File: src/rtl/sme_bank_xfer_if.sv
// sme_bank_xfer_if: load/store request, memory and bank-port bundle.
// slave = sequencer view, master = core/memory/bank view.
interface sme_bank_xfer_if #(
  parameter int XLEN = 32
);
  logic            ld_valid;
  logic            ld_ready;
  logic [3:0]      ld_rd_addr;
  logic            rsp_valid;
  logic [XLEN-1:0] rsp_rdata;
  logic            st_valid;
  logic            st_ready;
  logic            mem_st_valid;
  logic            mem_st_ready;
  logic [XLEN-1:0] mem_st_wdata;
  logic            bank_wen;
  logic [3:0]      bank_waddr;
  logic [XLEN-1:0] bank_wdata;
  logic            bank_read;
  logic [XLEN-1:0] bank_rdata;

  modport slave (
    input  ld_valid, ld_rd_addr, rsp_valid, rsp_rdata,
    input  st_valid, mem_st_ready, bank_rdata,
    output ld_ready, st_ready, mem_st_valid, mem_st_wdata,
    output bank_wen, bank_waddr, bank_wdata, bank_read
  );

  modport master (
    output ld_valid, ld_rd_addr, rsp_valid, rsp_rdata,
    output st_valid, mem_st_ready, bank_rdata,
    input  ld_ready, st_ready, mem_st_valid, mem_st_wdata,
    input  bank_wen, bank_waddr, bank_wdata, bank_read
  );
endinterface

File: src/rtl/sme_bank_xfer.sv
// sme_bank_xfer: SME share-bank load/store sequencer.
// Option SME_XFER_ZEROISE_EN: scrub share data from registers.
module sme_bank_xfer #(
  parameter int XLEN  = 32,
  parameter int SMAX  = 4,
  parameter int DEPTH = 4
) (
  input  logic            g_clk,
  input  logic            g_resetn,
  output logic            g_clk_req,
  input  logic            flush,
  input  logic [XLEN-1:0] csr_smectl,
  output logic            err_underflow,
  sme_bank_xfer_if.slave  bus
);
  localparam int AW = $clog2(DEPTH);

  typedef enum logic [1:0] {
    ST_IDLE,
    ST_READ,
    ST_HOLD
  } st_e;

  logic [3:0]      addr_q [DEPTH];
  logic [DEPTH-1:0] kill_q;
  logic [AW-1:0]   rd_q, wr_q;
  logic [AW:0]     count_q, count_d;
  logic            full, empty, push, pop;
  logic            bsel_ok, wen_d;
  logic            wen_q, err_q;
  logic [3:0]      waddr_q;
  logic [XLEN-1:0] wdata_q;
  st_e             state_q, state_d;
  logic [XLEN-1:0] sdata_q;
  logic            st_rdy, st_rd, st_vld;

  assign empty   = (count_q == '0);
  assign full    = (count_q == (AW+1)'(DEPTH));
  assign pop     = bus.rsp_valid && !empty;
  assign bus.ld_ready = g_resetn && !flush &&
                        (!full || bus.rsp_valid);
  assign push    = bus.ld_valid && bus.ld_ready;
  assign count_d = count_q + {{AW{1'b0}}, push}
                           - {{AW{1'b0}}, pop};
  assign bsel_ok = (csr_smectl[3:0] != 4'd0) &&
                   ({1'b0, csr_smectl[3:0]} < 5'(SMAX));
  assign wen_d   = pop && !kill_q[rd_q] && !flush && bsel_ok;

  // Load tag FIFO, registered bank write and sticky underflow
  always_ff @(posedge g_clk) begin
    if (!g_resetn) begin
      rd_q    <= '0;
      wr_q    <= '0;
      count_q <= '0;
      kill_q  <= '0;
      for (int i = 0; i < DEPTH; i++) addr_q[i] <= '0;
      wen_q   <= 1'b0;
      waddr_q <= '0;
      wdata_q <= '0;
      err_q   <= 1'b0;
    end else begin
      count_q <= count_d;
      if (flush) kill_q <= '1;
      if (pop) begin
        rd_q    <= rd_q + 1'b1;
        waddr_q <= addr_q[rd_q];
`ifdef SME_XFER_ZEROISE_EN
        addr_q[rd_q] <= '0;
`endif
      end
      if (push) begin
        addr_q[wr_q] <= bus.ld_rd_addr;
        kill_q[wr_q] <= 1'b0;
        wr_q         <= wr_q + 1'b1;
      end
      wen_q <= wen_d;
`ifdef SME_XFER_ZEROISE_EN
      wdata_q <= wen_d ? bus.rsp_rdata : '0;
`else
      if (pop) wdata_q <= bus.rsp_rdata;
`endif
      if (bus.rsp_valid && empty) err_q <= 1'b1;
    end
  end

  // Store FSM state register
  always_ff @(posedge g_clk) begin
    if (!g_resetn) state_q <= ST_IDLE;
    else           state_q <= state_d;
  end

  // Store FSM next state and strobes
  always_comb begin
    state_d = state_q;
    st_rdy  = 1'b0;
    st_rd   = 1'b0;
    st_vld  = 1'b0;
    unique case (state_q)
      ST_IDLE: begin
        st_rdy = g_resetn && !flush;
        if (bus.st_valid && st_rdy) state_d = ST_READ;
      end
      ST_READ: begin
        st_rd   = 1'b1;
        state_d = flush ? ST_IDLE : ST_HOLD;
      end
      ST_HOLD: begin
        st_vld = 1'b1;
        if (bus.mem_st_ready) state_d = ST_IDLE;
      end
      default: state_d = ST_IDLE;
    endcase
  end

  // Store data capture from the bank read port
  always_ff @(posedge g_clk) begin
    if (!g_resetn) begin
      sdata_q <= '0;
    end else if (state_q == ST_READ && !flush) begin
      sdata_q <= bus.bank_rdata;
`ifdef SME_XFER_ZEROISE_EN
    end else if (state_q == ST_READ) begin
      sdata_q <= '0;
    end else if (state_q == ST_HOLD && bus.mem_st_ready) begin
      sdata_q <= '0;
`endif
    end
  end

  assign bus.st_ready     = st_rdy;
  assign bus.bank_read    = st_rd;
  assign bus.mem_st_valid = st_vld;
  assign bus.mem_st_wdata = sdata_q;
  assign bus.bank_wen     = wen_q;
  assign bus.bank_waddr   = waddr_q;
  assign bus.bank_wdata   = wdata_q;
  assign err_underflow    = err_q;
  assign g_clk_req = g_resetn &&
                     (!empty || state_q != ST_IDLE ||
                      bus.ld_valid || bus.st_valid);
endmodule
File: src/flat_wrapper.sv
// flat-port wrapper written by rule: the top's interface ports become plain ports
module sme_bank_xfer_flat 
#(
  parameter int XLEN  = 32,
  parameter int SMAX  = 4,
  parameter int DEPTH = 4
)
  (g_clk, g_resetn, g_clk_req, flush, csr_smectl, err_underflow, bus_ld_valid, bus_ld_rd_addr, bus_rsp_valid, bus_rsp_rdata, bus_st_valid, bus_mem_st_ready, bus_bank_rdata, bus_ld_ready, bus_st_ready, bus_mem_st_valid, bus_mem_st_wdata, bus_bank_wen, bus_bank_waddr, bus_bank_wdata, bus_bank_read);
  sme_bank_xfer_if #(.XLEN(XLEN)) bus_i ();
  input  logic g_clk;
  input  logic g_resetn;
  output logic g_clk_req;
  input  logic flush;
  input  logic [XLEN-1:0] csr_smectl;
  output logic err_underflow;
  input wire logic [$bits(bus_i.ld_valid)-1:0] bus_ld_valid;
  input wire logic [$bits(bus_i.ld_rd_addr)-1:0] bus_ld_rd_addr;
  input wire logic [$bits(bus_i.rsp_valid)-1:0] bus_rsp_valid;
  input wire logic [$bits(bus_i.rsp_rdata)-1:0] bus_rsp_rdata;
  input wire logic [$bits(bus_i.st_valid)-1:0] bus_st_valid;
  input wire logic [$bits(bus_i.mem_st_ready)-1:0] bus_mem_st_ready;
  input wire logic [$bits(bus_i.bank_rdata)-1:0] bus_bank_rdata;
  output wire logic [$bits(bus_i.ld_ready)-1:0] bus_ld_ready;
  output wire logic [$bits(bus_i.st_ready)-1:0] bus_st_ready;
  output wire logic [$bits(bus_i.mem_st_valid)-1:0] bus_mem_st_valid;
  output wire logic [$bits(bus_i.mem_st_wdata)-1:0] bus_mem_st_wdata;
  output wire logic [$bits(bus_i.bank_wen)-1:0] bus_bank_wen;
  output wire logic [$bits(bus_i.bank_waddr)-1:0] bus_bank_waddr;
  output wire logic [$bits(bus_i.bank_wdata)-1:0] bus_bank_wdata;
  output wire logic [$bits(bus_i.bank_read)-1:0] bus_bank_read;
  assign bus_i.ld_valid = bus_ld_valid;
  assign bus_i.ld_rd_addr = bus_ld_rd_addr;
  assign bus_i.rsp_valid = bus_rsp_valid;
  assign bus_i.rsp_rdata = bus_rsp_rdata;
  assign bus_i.st_valid = bus_st_valid;
  assign bus_i.mem_st_ready = bus_mem_st_ready;
  assign bus_i.bank_rdata = bus_bank_rdata;
  assign bus_ld_ready = bus_i.ld_ready;
  assign bus_st_ready = bus_i.st_ready;
  assign bus_mem_st_valid = bus_i.mem_st_valid;
  assign bus_mem_st_wdata = bus_i.mem_st_wdata;
  assign bus_bank_wen = bus_i.bank_wen;
  assign bus_bank_waddr = bus_i.bank_waddr;
  assign bus_bank_wdata = bus_i.bank_wdata;
  assign bus_bank_read = bus_i.bank_read;
  sme_bank_xfer #(.XLEN(XLEN), .SMAX(SMAX), .DEPTH(DEPTH)) u_core (.g_clk(g_clk), .g_resetn(g_resetn), .g_clk_req(g_clk_req), .flush(flush), .csr_smectl(csr_smectl), .err_underflow(err_underflow), .bus(bus_i));
endmodule
File: config.mk
export PLATFORM = sky130hd
export DESIGN_NAME = sme_bank_xfer_flat
export DESIGN_NICKNAME = d
export VERILOG_FILES = /design/src/rtl/sme_bank_xfer_if.sv /design/src/rtl/sme_bank_xfer.sv /design/src/flat_wrapper.sv
export SDC_FILE = /design/constraint.sdc
export NUM_CORES = 1
export LEC_CHECK = 0
export CAP_MARGIN = 20
export CORE_UTILIZATION = 45
export DETAILED_ROUTE_END_ITERATION = 16
export PLACE_DENSITY = 0.87
export SLEW_MARGIN = 20
export SYNTH_ARGS = -nofsm -noshare
export SYNTH_HDL_FRONTEND = slang
export SYNTH_SLANG_ARGS = --single-unit
File: constraint.sdc
create_clock -name g_clk -period 4.6 [get_ports g_clk]
set_input_delay 1.38 -clock g_clk [delete_from_list [all_inputs] [get_ports g_clk]]
set_output_delay 1.38 -clock g_clk [all_outputs]
set_load 0.02 [all_outputs]
# Word-level counts from Yosys, hierarchy flattened

Memory sizes are Yosys's and may differ from the RTL's. A register that Yosys moved wholly into a read port is not among the register bits.
Index checks and enable logic that the tools add are counted.

Register bits after elaboration: 79
RAM bits: 16
Input port bits: 107
Output and inout bits: 75
Word-level logic and storage cells: 74
Memories: 1

Memory list:

| name          | words | bits a word | rd ports | clocked after Yosys merged registers in | write ports | RTL line            | text |
|---|---|---|---|---|---|---|---|
| u_core.addr_q | 4     | 4           | 1        | 1                                       | 4           | sme_bank_xfer.sv:24 | `logic [3:0] addr_q [DEPTH];` |

Add/subtract/negate cells: 4
Order comparisons: 4
Equality and inequality tests: 5
Multiplexer cells: 21
Bitwise logic cells: 2
Reduce and logical (&&, ||, !) cells: 28

Operators with widths:

| kind                                                                          | number |
|---|---|
| 4-bit two-way mux                                                             | 4 |
| 1-bit logical AND                                                             | 13 |
| 1-bit two-way mux                                                             | 10 |
| 2-bit two-way mux                                                             | 4 |
| 2-bit by 3-bit less-than comparator with 1-bit output (second input constant) | 2 |
| 2-bit case mux with 3 select lines                                            | 1 |
| 1-bit zero test                                                               | 5 |
| 2-bit by 1-bit adder with 2-bit output (second input constant)                | 2 |
| 4-bit bitwise AND                                                             | 1 |
| 1-bit logical OR                                                              | 4 |
| 4-bit by 3-bit less-than comparator with 1-bit output (second input constant) | 1 |
| 4-bit NOT                                                                     | 1 |
| 4-bit nonzero test                                                            | 1 |
| 4-bit OR reduction                                                            | 1 |
| 3-bit by 1-bit adder with 3-bit output                                        | 1 |
| 3-bit == test (second input constant)                                         | 1 |
| 3-bit zero test                                                               | 1 |
| 3-bit by 1-bit subtractor with 3-bit output                                   | 1 |
| 1-bit binary-select mux with 2-bit select                                     | 1 |
| 1-bit demux with 2-bit select                                                 | 1 |
| 2-bit by 1-bit == test with 1-bit output (second input constant)              | 1 |
| 2-bit == test (second input constant)                                         | 1 |
| 2-bit by 1-bit >= comparator with 1-bit output (second input constant)        | 1 |
| 2-bit zero test                                                               | 1 |
| 4 further kinds                                                               | 4 |

# Logic depth before layout (Yosys ltp)

Gate-level depths: netlist of run 1.

Word-level depth: 10
Gate-level depth with buffers: 11
Gate-level depth less buffers: 10

# Least setup slack after synthesis of run 1

Ideal clock, no wire load.

Path type: input to output
From: input port g_resetn
To: output port g_clk_req
Arrival: 2290 ps
Required time: 3220 ps
Slack: 930 ps
Stages on the path: 3
Path buffers: 2
Cell sequence: buf_2 clkbuf_1 a21boi_0

Cells in the longest elaborated chain, start to end: 1

Ends and longest elaborated chain:

| element           | RTL line             | text |
|---|---|---|
| start, declared   | flat_wrapper.sv:11   | `input logic g_resetn;` |
| 1-bit logical AND | sme_bank_xfer.sv:138 | `assign g_clk_req = g_resetn &&` |
| end, declared     | flat_wrapper.sv:12   | `output logic g_clk_req;` |

Every way passes these cells.

# Final worst setup path of run 1

From: input port bus_rsp_valid
To: output port bus_ld_ready

Cells in the longest elaborated chain, start to end: 2

Ends and longest elaborated chain:

| element           | RTL line            | text |
|---|---|---|
| start, declared   | flat_wrapper.sv:18  | `input wire logic [$bits(bus_i.rsp_valid)-1:0] bus_rsp_valid;` |
| 1-bit logical OR  | sme_bank_xfer.sv:41 | `(!full \|\| bus.rsp_valid);` |
| 1-bit logical AND | sme_bank_xfer.sv:40 | `assign bus.ld_ready = g_resetn && !flush &&` |
| end, declared     | flat_wrapper.sv:23  | `output wire logic [$bits(bus_i.ld_ready)-1:0] bus_ld_ready;` |

Every way passes these cells.

==> run_results.csv, run 1 <==
group,metric,value,unit
grt,grt-ovfl-total,0,
hold_path,hold_class,"reg -> reg",
layout,n_fill_cell,663,
layout,syn_to_final_growth,46.07,%
placement,portBuffers,153,
cts,cts_max_level,3,
grt,antenna_found_initial,0,
sta,period_minus_slack,4.462,ns
layout,drive_gt1_share,7.168,%
cts,postCtsSetupBuffers,0,
cts,clk_pin_slew,0.10,ns
route,firstDrtPassIters,4,
cts,cts_tree,"done",
synthesis,syn_nets,536,
synthesis,ys_seq_area_share,54.06,%
hold_path,hold_depth,2,
setup_path,path_cells,"clkdlybuf4s50_1, or4b_1, and2_1, clkdlybuf4s50_1",
synthesis,synth_cell_types,36,
cts,ctsLongestPathBuffers,2,
synthesis,synthesis.area,3963,um^2
cts,cts_hold_buf,0,
sta,fmaxAchievable,224.1,MHz
route,wl,9.338,mm
sta,rsz0062_at_grt,"no",
setup_path,critical_path.startpoint,"bus_rsp_valid",
layout,regArea,2142,um^2
power,total_power,0.002248,W
setup_path,crit_cells,4,
cts,clock_latency,0.35,ns
layout,final_nets,681,
route,vias_per_cell,5.021,
setup_path,crit_fanout,2,
synthesis,ys_top_cells_by_area,"dfxtp_1, nand2_1, a21boi_0, edfxtp_1, mux4_2",
setup_path,regToRegSetupSlack,2.29,ns
floorplanning,dieHeight,95.84,um
setup_path,critical_path_arrival,3.08,ns
outcome,status,"complete, no violations",
grt,grt_pass1_vias,3277,
sta,relSlewSlack,56.44,%
cts,root_buffer,"clkbuf_8",
route,drc_errors,0,
setup_path,rr_endpoint,"u_core.count_q[2]$_SDFF_PN0_",
setup_path,rr_worst_depth,10,
layout,final_common_cell,"clkdlybuf4s50_1",
power,p_per_area,388.3,nW/um^2
sta,finClkSkew,0.01225,ns
floorplanning,fp.dieArea,9185,um^2
setup_path,setup.worst_path.end,"bus_ld_ready",
setup_path,cp_top_family,"buffers and inverters",
layout,num_antenna_cells,0,
sta,finalMaxSlewViolations,0,
cts,cts_resized,0,
placement,gp_congestion,0.7533,
sta,timing.final.crit_share,96.99,%
placement,dp_hpwl,6.947,mm
grt,track_usage,21.30,%
setup_path,slowest_delay,0.56,ns
setup_path,cp_common_cell,"clkdlybuf4s50_1",
synthesis,ys.flop_type,"dfxtp_1",
route,final_antenna_net_count,0,
floorplanning,initial_utilization,47.28,%
route,num_vias,3399,
synthesis,synth-seq-cells,99,
setup_path,r2r-start,"u_core.count_q[1]$_SDFF_PN0_",
route,post_drt_wl_per_cell,13.79,um
synthesis,synth_edf_count,16,
synthesis,async_flop_share,0,%
grt,grt_max_degree,51,
layout,multi_input_area,1667,um^2
grt,grt_pass1_wl,15.05,mm
layout,final_area,5788,um^2
setup_path,cp.required,3.22,ns
power,power.leakage,2.091,nW
sta,worst_pin_slew,0.6534,ns
synthesis,synth_top_area_cell,"dfxtp_1",
route,drt-initial-drc-count,71,
power,vdd_drop_max,0.1773,mV
placement,dp_slack,0.1596,ns
synthesis,yosysWarnings,0,
setup_path,crit_slowest_cell,"or4b_1",
layout,final_cell_mix,"clkdlybuf4s50_1, nand2_1, dfxtp_1",
sta,hold_violations,0,
floorplanning,core,8382,um^2
floorplanning,ios,182,
run,maxCapViolations,0,
sta,fin_tns_setup,0,ns
cts,cts_buffers,9,
sta,worst_slack,0.1385,ns
sta,setup_viol,0,
setup_path,worstSetupPathType,"in -> out",
synthesis,synth_cells,422,
setup_path,crit_path_end_kind,"primary output",
synthesis,syn_area_per_cell,9.390,um^2
cts,cts_sinks,99,
placement,placed_cell_area,5585,um^2
setup_path,cp_num_buf_inv,2,
synthesis,synth.top_cell.area_share,41.93,%
floorplanning,num_rows,33,
setup_path,worstSetupStartpointType,"input port",
floorplanning,dieWidth,95.84,um
[sequential cells by signal, indices dropped and copies added (netlist names)]
| name | cells |
|---|---|
| u_core.bus.bank_waddr | 4 |
| u_core.err_underflow | 1 |
| u_core.count_q | 3 |
| u_core.kill_q | 4 |
| u_core.wr_q | 2 |
| u_core.bus.bank_wdata | 32 |
| u_core.bus.mem_st_wdata | 32 |
| u_core.state_q | 2 |
| u_core.bus.bank_wen | 1 |
| u_core.addr_q | 16 |
| u_core.rd_q | 2 |
[worst min path at each step]
stage | end | slack, ns | from
2_1_floorplan | u_core.kill_q[2]$_SDFF_PN0_ | 0.50 | u_core.kill_q[2]$_SDFF_PN0_
3_3_place_gp | u_core.bus.bank_wdata[16]$_SDFFE_PN0P_ | 0.44 | u_core.bus.bank_wdata[16]$_SDFFE_PN0P_
3_5_place_dp | u_core.bus.bank_waddr[3]$_SDFFE_PN0P_ | 0.45 | u_core.bus.bank_waddr[3]$_SDFFE_PN0P_
4_1_cts | u_core.bus.bank_waddr[1]$_SDFFE_PN0P_ | 0.47 | u_core.bus.bank_waddr[1]$_SDFFE_PN0P_
5_1_grt | u_core.bus.bank_wdata[16]$_SDFFE_PN0P_ | 0.48 | u_core.bus.bank_wdata[16]$_SDFFE_PN0P_
6_report | u_core.bus.bank_waddr[1]$_SDFFE_PN0P_ | 0.46 | u_core.bus.bank_waddr[1]$_SDFFE_PN0P_
[where the power goes]
part	internal [W]	total, W	switching, W
Clock	0.000251	0.000550	0.000299
Sequential	0.000979	0.00105	0.0000759
Combinational	0.000319	0.000643	0.000324
Total	0.00155	0.00225	0.000699
[cells by family after synthesis]
logic type,share of synthesized area (%)
AO/OA/AOI/OAI,15.60
AND/OR/NAND/NOR,19.92
flip-flops,54.06
buffers and inverters,4.263
adder cells (fa/ha/maj),2.400
XOR/XNOR,0.6632
multiplexers,3.094
[tightest hold or removal path, delay by kind of cell, from the launching register on]
kind / cells / cell delay, ns
DFF: 1 / 0.32
and+or+nand+nor: 2 / 0.11
[routing by layer]
layer	share of wire (%)	routed length, um	vias to the layer above	track usage, %
met4	1.5	142	0	8.955
li1	-	-	1690	-
met1	40	3781	1581	24.59
met2	51	4746	116	37.98
met5	0	0	-	0
met3	7.1	667	12	4.660
[cells in the mapped netlist (2+ instances only)]
cell and number:
nor4_1 2, dfxtp_1 83, nor2_1 9, inv_1 10, nor3_1 6, clkbuf_1 17, o21a_1 2, nand2_1 136
a21oi_2 4, buf_2 10, o31ai_1 2, mux4_2 5, nand4_1 5, nor2b_1 6, xnor2_1 3, a21boi_0 65
ha_1 6, o21ai_0 7, edfxtp_1 16, and2_1 5, nand3_1 8
[area by class of cell]
class | count | area share [%]
well taps | 105 | 2.270
flip-flops and latches | 99 | 37.01
inverters | 11 | 0.7566
clock buffers | 11 | 2.810
clock inverters | 5 | 0.6917
repair buffers | 163 | 27.67
multi-input cells | 283 | 28.79
[stage by stage]
| step | utilization (%) | hold WS, ns | cells |
|---|---|---|---|
| global placement | 66.64 | 0.4418 | 661 |
| floorplan | - | 0.4973 | 422 |
| CTS | 69.06 | 0.4696 | 677 |
| finish | 69.06 | 0.4628 | 677 |
| detailed placement | 66.64 | 0.4499 | 661 |
| global route | 69.06 | 0.4844 | 677 |
Note: power is estimated with default switching activity, not from simulation.
==> run 2: changes to the inputs <==
--- a/config.mk
+++ b/config.mk
@@ -8,6 +8,7 @@
 export CAP_MARGIN = 20
 export CORE_UTILIZATION = 45
 export DETAILED_ROUTE_END_ITERATION = 16
+export GPL_TIMING_DRIVEN = 0
 export PLACE_DENSITY = 0.87
 export SLEW_MARGIN = 20
 export SYNTH_ARGS = -nofsm -noshare
==> run_results.csv, run 2 (synthesis results as in run 1) <==
group,metric,value,unit
floorplanning,num_rows,33,
route,num_vias,3437,
layout,finish.utilization,69.08,%
setup_path,cp_num_buf_inv,2,
route,dr_wl_met2,4.707,mm
floorplanning,dieHeight,95.84,um
sta,finalMaxSlewViolations,0,
cts,cts_sinks,99,
setup_path,worstSetupPathType,"in -> out",
route,wl,9.613,mm
outcome,status,"complete, no violations",
layout,num_antenna_cells,0,
run,maxCapViolations,0,
sta,hold_violations,0,
sta,setup_viol,0,
sta,period_minus_slack,4.465,ns
floorplanning,ios,182,
layout,fin_cells,695,
layout,drive_gt1_share,6.780,%
cts,root_buffer,"clkbuf_8",
power,vdd_drop_max,0.1922,mV
sta,fin_hold_ws,0.4630,ns
setup_path,slowest_delay,0.67,ns
floorplanning,core,8382,um^2
grt,grt_max_degree,17,
cts,cts_resized,1,
grt,grt_pass1_wl,15.09,mm
setup_path,cp.required,3.22,ns
placement,place_inst,679,
cts,clock_latency,0.35,ns
route,drt-initial-drc-count,118,
cts,ctsLongestPathBuffers,2,
setup_path,crit_path_end_kind,"primary output",
route,m1WireLength,3.846,mm
setup_path,crit_fanout,8,
layout,n_fill_cell,676,
setup_path,crit_slowest_cell,"clkdlybuf4s50_1",
route,drc_errors,0,
setup_path,path_cells,"clkdlybuf4s50_1, nand2b_1, nor3_1, clkdlybuf4s50_1",
cts,cts_hold_buf,0,
layout,final_cell_mix,"clkdlybuf4s50_1, nand2_1, dfxtp_1",
grt,track_usage,21.68,%
placement,gp_congestion,0.7872,
grt,antenna_found_initial,0,
placement,portBuffers,152,
hold_path,hold_class,"reg -> reg",
setup_path,cp_top_family,"buffers and inverters",
sta,fmaxAchievable,224.0,MHz
route,wl_met3,804,um
floorplanning,dieWidth,95.84,um
cts,clk_pin_slew,0.09,ns
cts,cts_tree,"done",
route,final_antenna_net_count,0,
setup_path,critical_path_arrival,3.08,ns
cts,cts_buffers,9,
layout,syn_to_final_growth,46.13,%
layout,final_common_cell,"clkdlybuf4s50_1",
power,power.leakage,2.084,nW
placement,dp_hpwl,7.563,mm
sta,timing.final.crit_share,97.06,%
grt,grt_pass1_vias,3327,
sta,fin_tns_setup,0,ns
power,p_per_area,383.1,nW/um^2
sta,relSlewSlack,54.00,%
grt,grt-ovfl-total,0,
route,post_drt_wl_per_cell,13.83,um
route,top_layer,"met4",
sta,worst_pin_slew,0.6841,ns
layout,final_nets,699,
route,firstDrtPassIters,4,
floorplanning,initial_utilization,47.28,%
sta,rsz0062_at_grt,"no",
floorplanning,fp.dieArea,9185,um^2
cts,postCtsSetupBuffers,0,
route,vias_per_cell,4.945,
cts,cts_max_level,3,
setup_path,worstSetupStartpointType,"input port",
sta,finClkSkew,0.008182,ns
setup_path,cp_common_cell,"clkdlybuf4s50_1",
==> run 2: cell types whose count changed in the layout (fill, tap and decap cells not counted), moves of 2 or more <==
| cell | previous run | this run |
|---|---|---|
| buf_2 | 1 | 10 |
| buf_4 | 10 | 1 |
| clkbuf_1 | 0 | 18 |
| clkinvlp_4 | 0 | 2 |
| inv_6 | 3 | 1 |
==> run 2: metrics by stage <==
step                total power (W)  worst slack (ns)  instance area [um^2]
finish                     0.002218            0.1351                  5791
global route               0.002349           0.04056                  5791
CTS                        0.002238            0.1511                  5791
detailed placement         0.001739          -0.03879                  5615
global placement           0.001711          -0.04827                  5615
floorplan                  0.001435            0.9296                  3963
==> run 2: tightest hold or removal path, delay by kind of cell (launching register included) <==
kind            cells  cell delay (ns)
compound gates      1             0.05
flops               1             0.32
simple gates        1             0.05
==> run 2: metal layers <==
layer | track usage (%) | vias to the layer above
met5 | 0 | -
met4 | 10.57 | 0
met3 | 4.897 | 22
met2 | 38.93 | 128
met1 | 24.12 | 1565
li1 | - | 1722
==> run 2: cell type report <==
type	count	area (um^2)	area share [%]
plain buffers	29	125.1	2.161
multi-input cells	283	1652	28.52
well taps	105	131.4	2.269
inverters	11	43.79	0.7563
flip-flops and latches	99	2142	36.99
repair buffers	152	1520	26.25
clock buffers	11	141.4	2.442
clock inverters	5	35.03	0.6050
==> run 2: final timing paths <==
check / start / to / slack, ns / depth (start not counted)
max: flush / bus_st_ready / 0.14 / 4
min: u_core.bus.bank_wdata[16]$_SDFFE_PN0P_ / u_core.bus.bank_wdata[16]$_SDFFE_PN0P_ / 0.46 / 2
max reg2reg: u_core.count_q[1]$_SDFF_PN0_ / u_core.count_q[2]$_SDFF_PN0_ / 2.06 / 11
min reg2reg: u_core.bus.bank_wdata[16]$_SDFFE_PN0P_ / u_core.bus.bank_wdata[16]$_SDFFE_PN0P_ / 0.46 / 2
==> run 2: power breakdown <==
group	leakage, nW	internal [W]	switching [W]
clock network	0.0863	0.000213	0.000292
logic	1.16	0.000325	0.000349
registers	0.842	0.000979	0.0000590
==> run 3: changes to the inputs <==
--- a/config.mk
+++ b/config.mk
@@ -7,6 +7,7 @@
 export LEC_CHECK = 0
 export CAP_MARGIN = 20
 export CORE_UTILIZATION = 45
+export CTS_CLUSTER_DIAMETER = 60
 export DETAILED_ROUTE_END_ITERATION = 16
 export GPL_TIMING_DRIVEN = 0
 export PLACE_DENSITY = 0.87
==> results of run 3 <==
The final DEF is identical to that of run 2; final timing and power are the same.
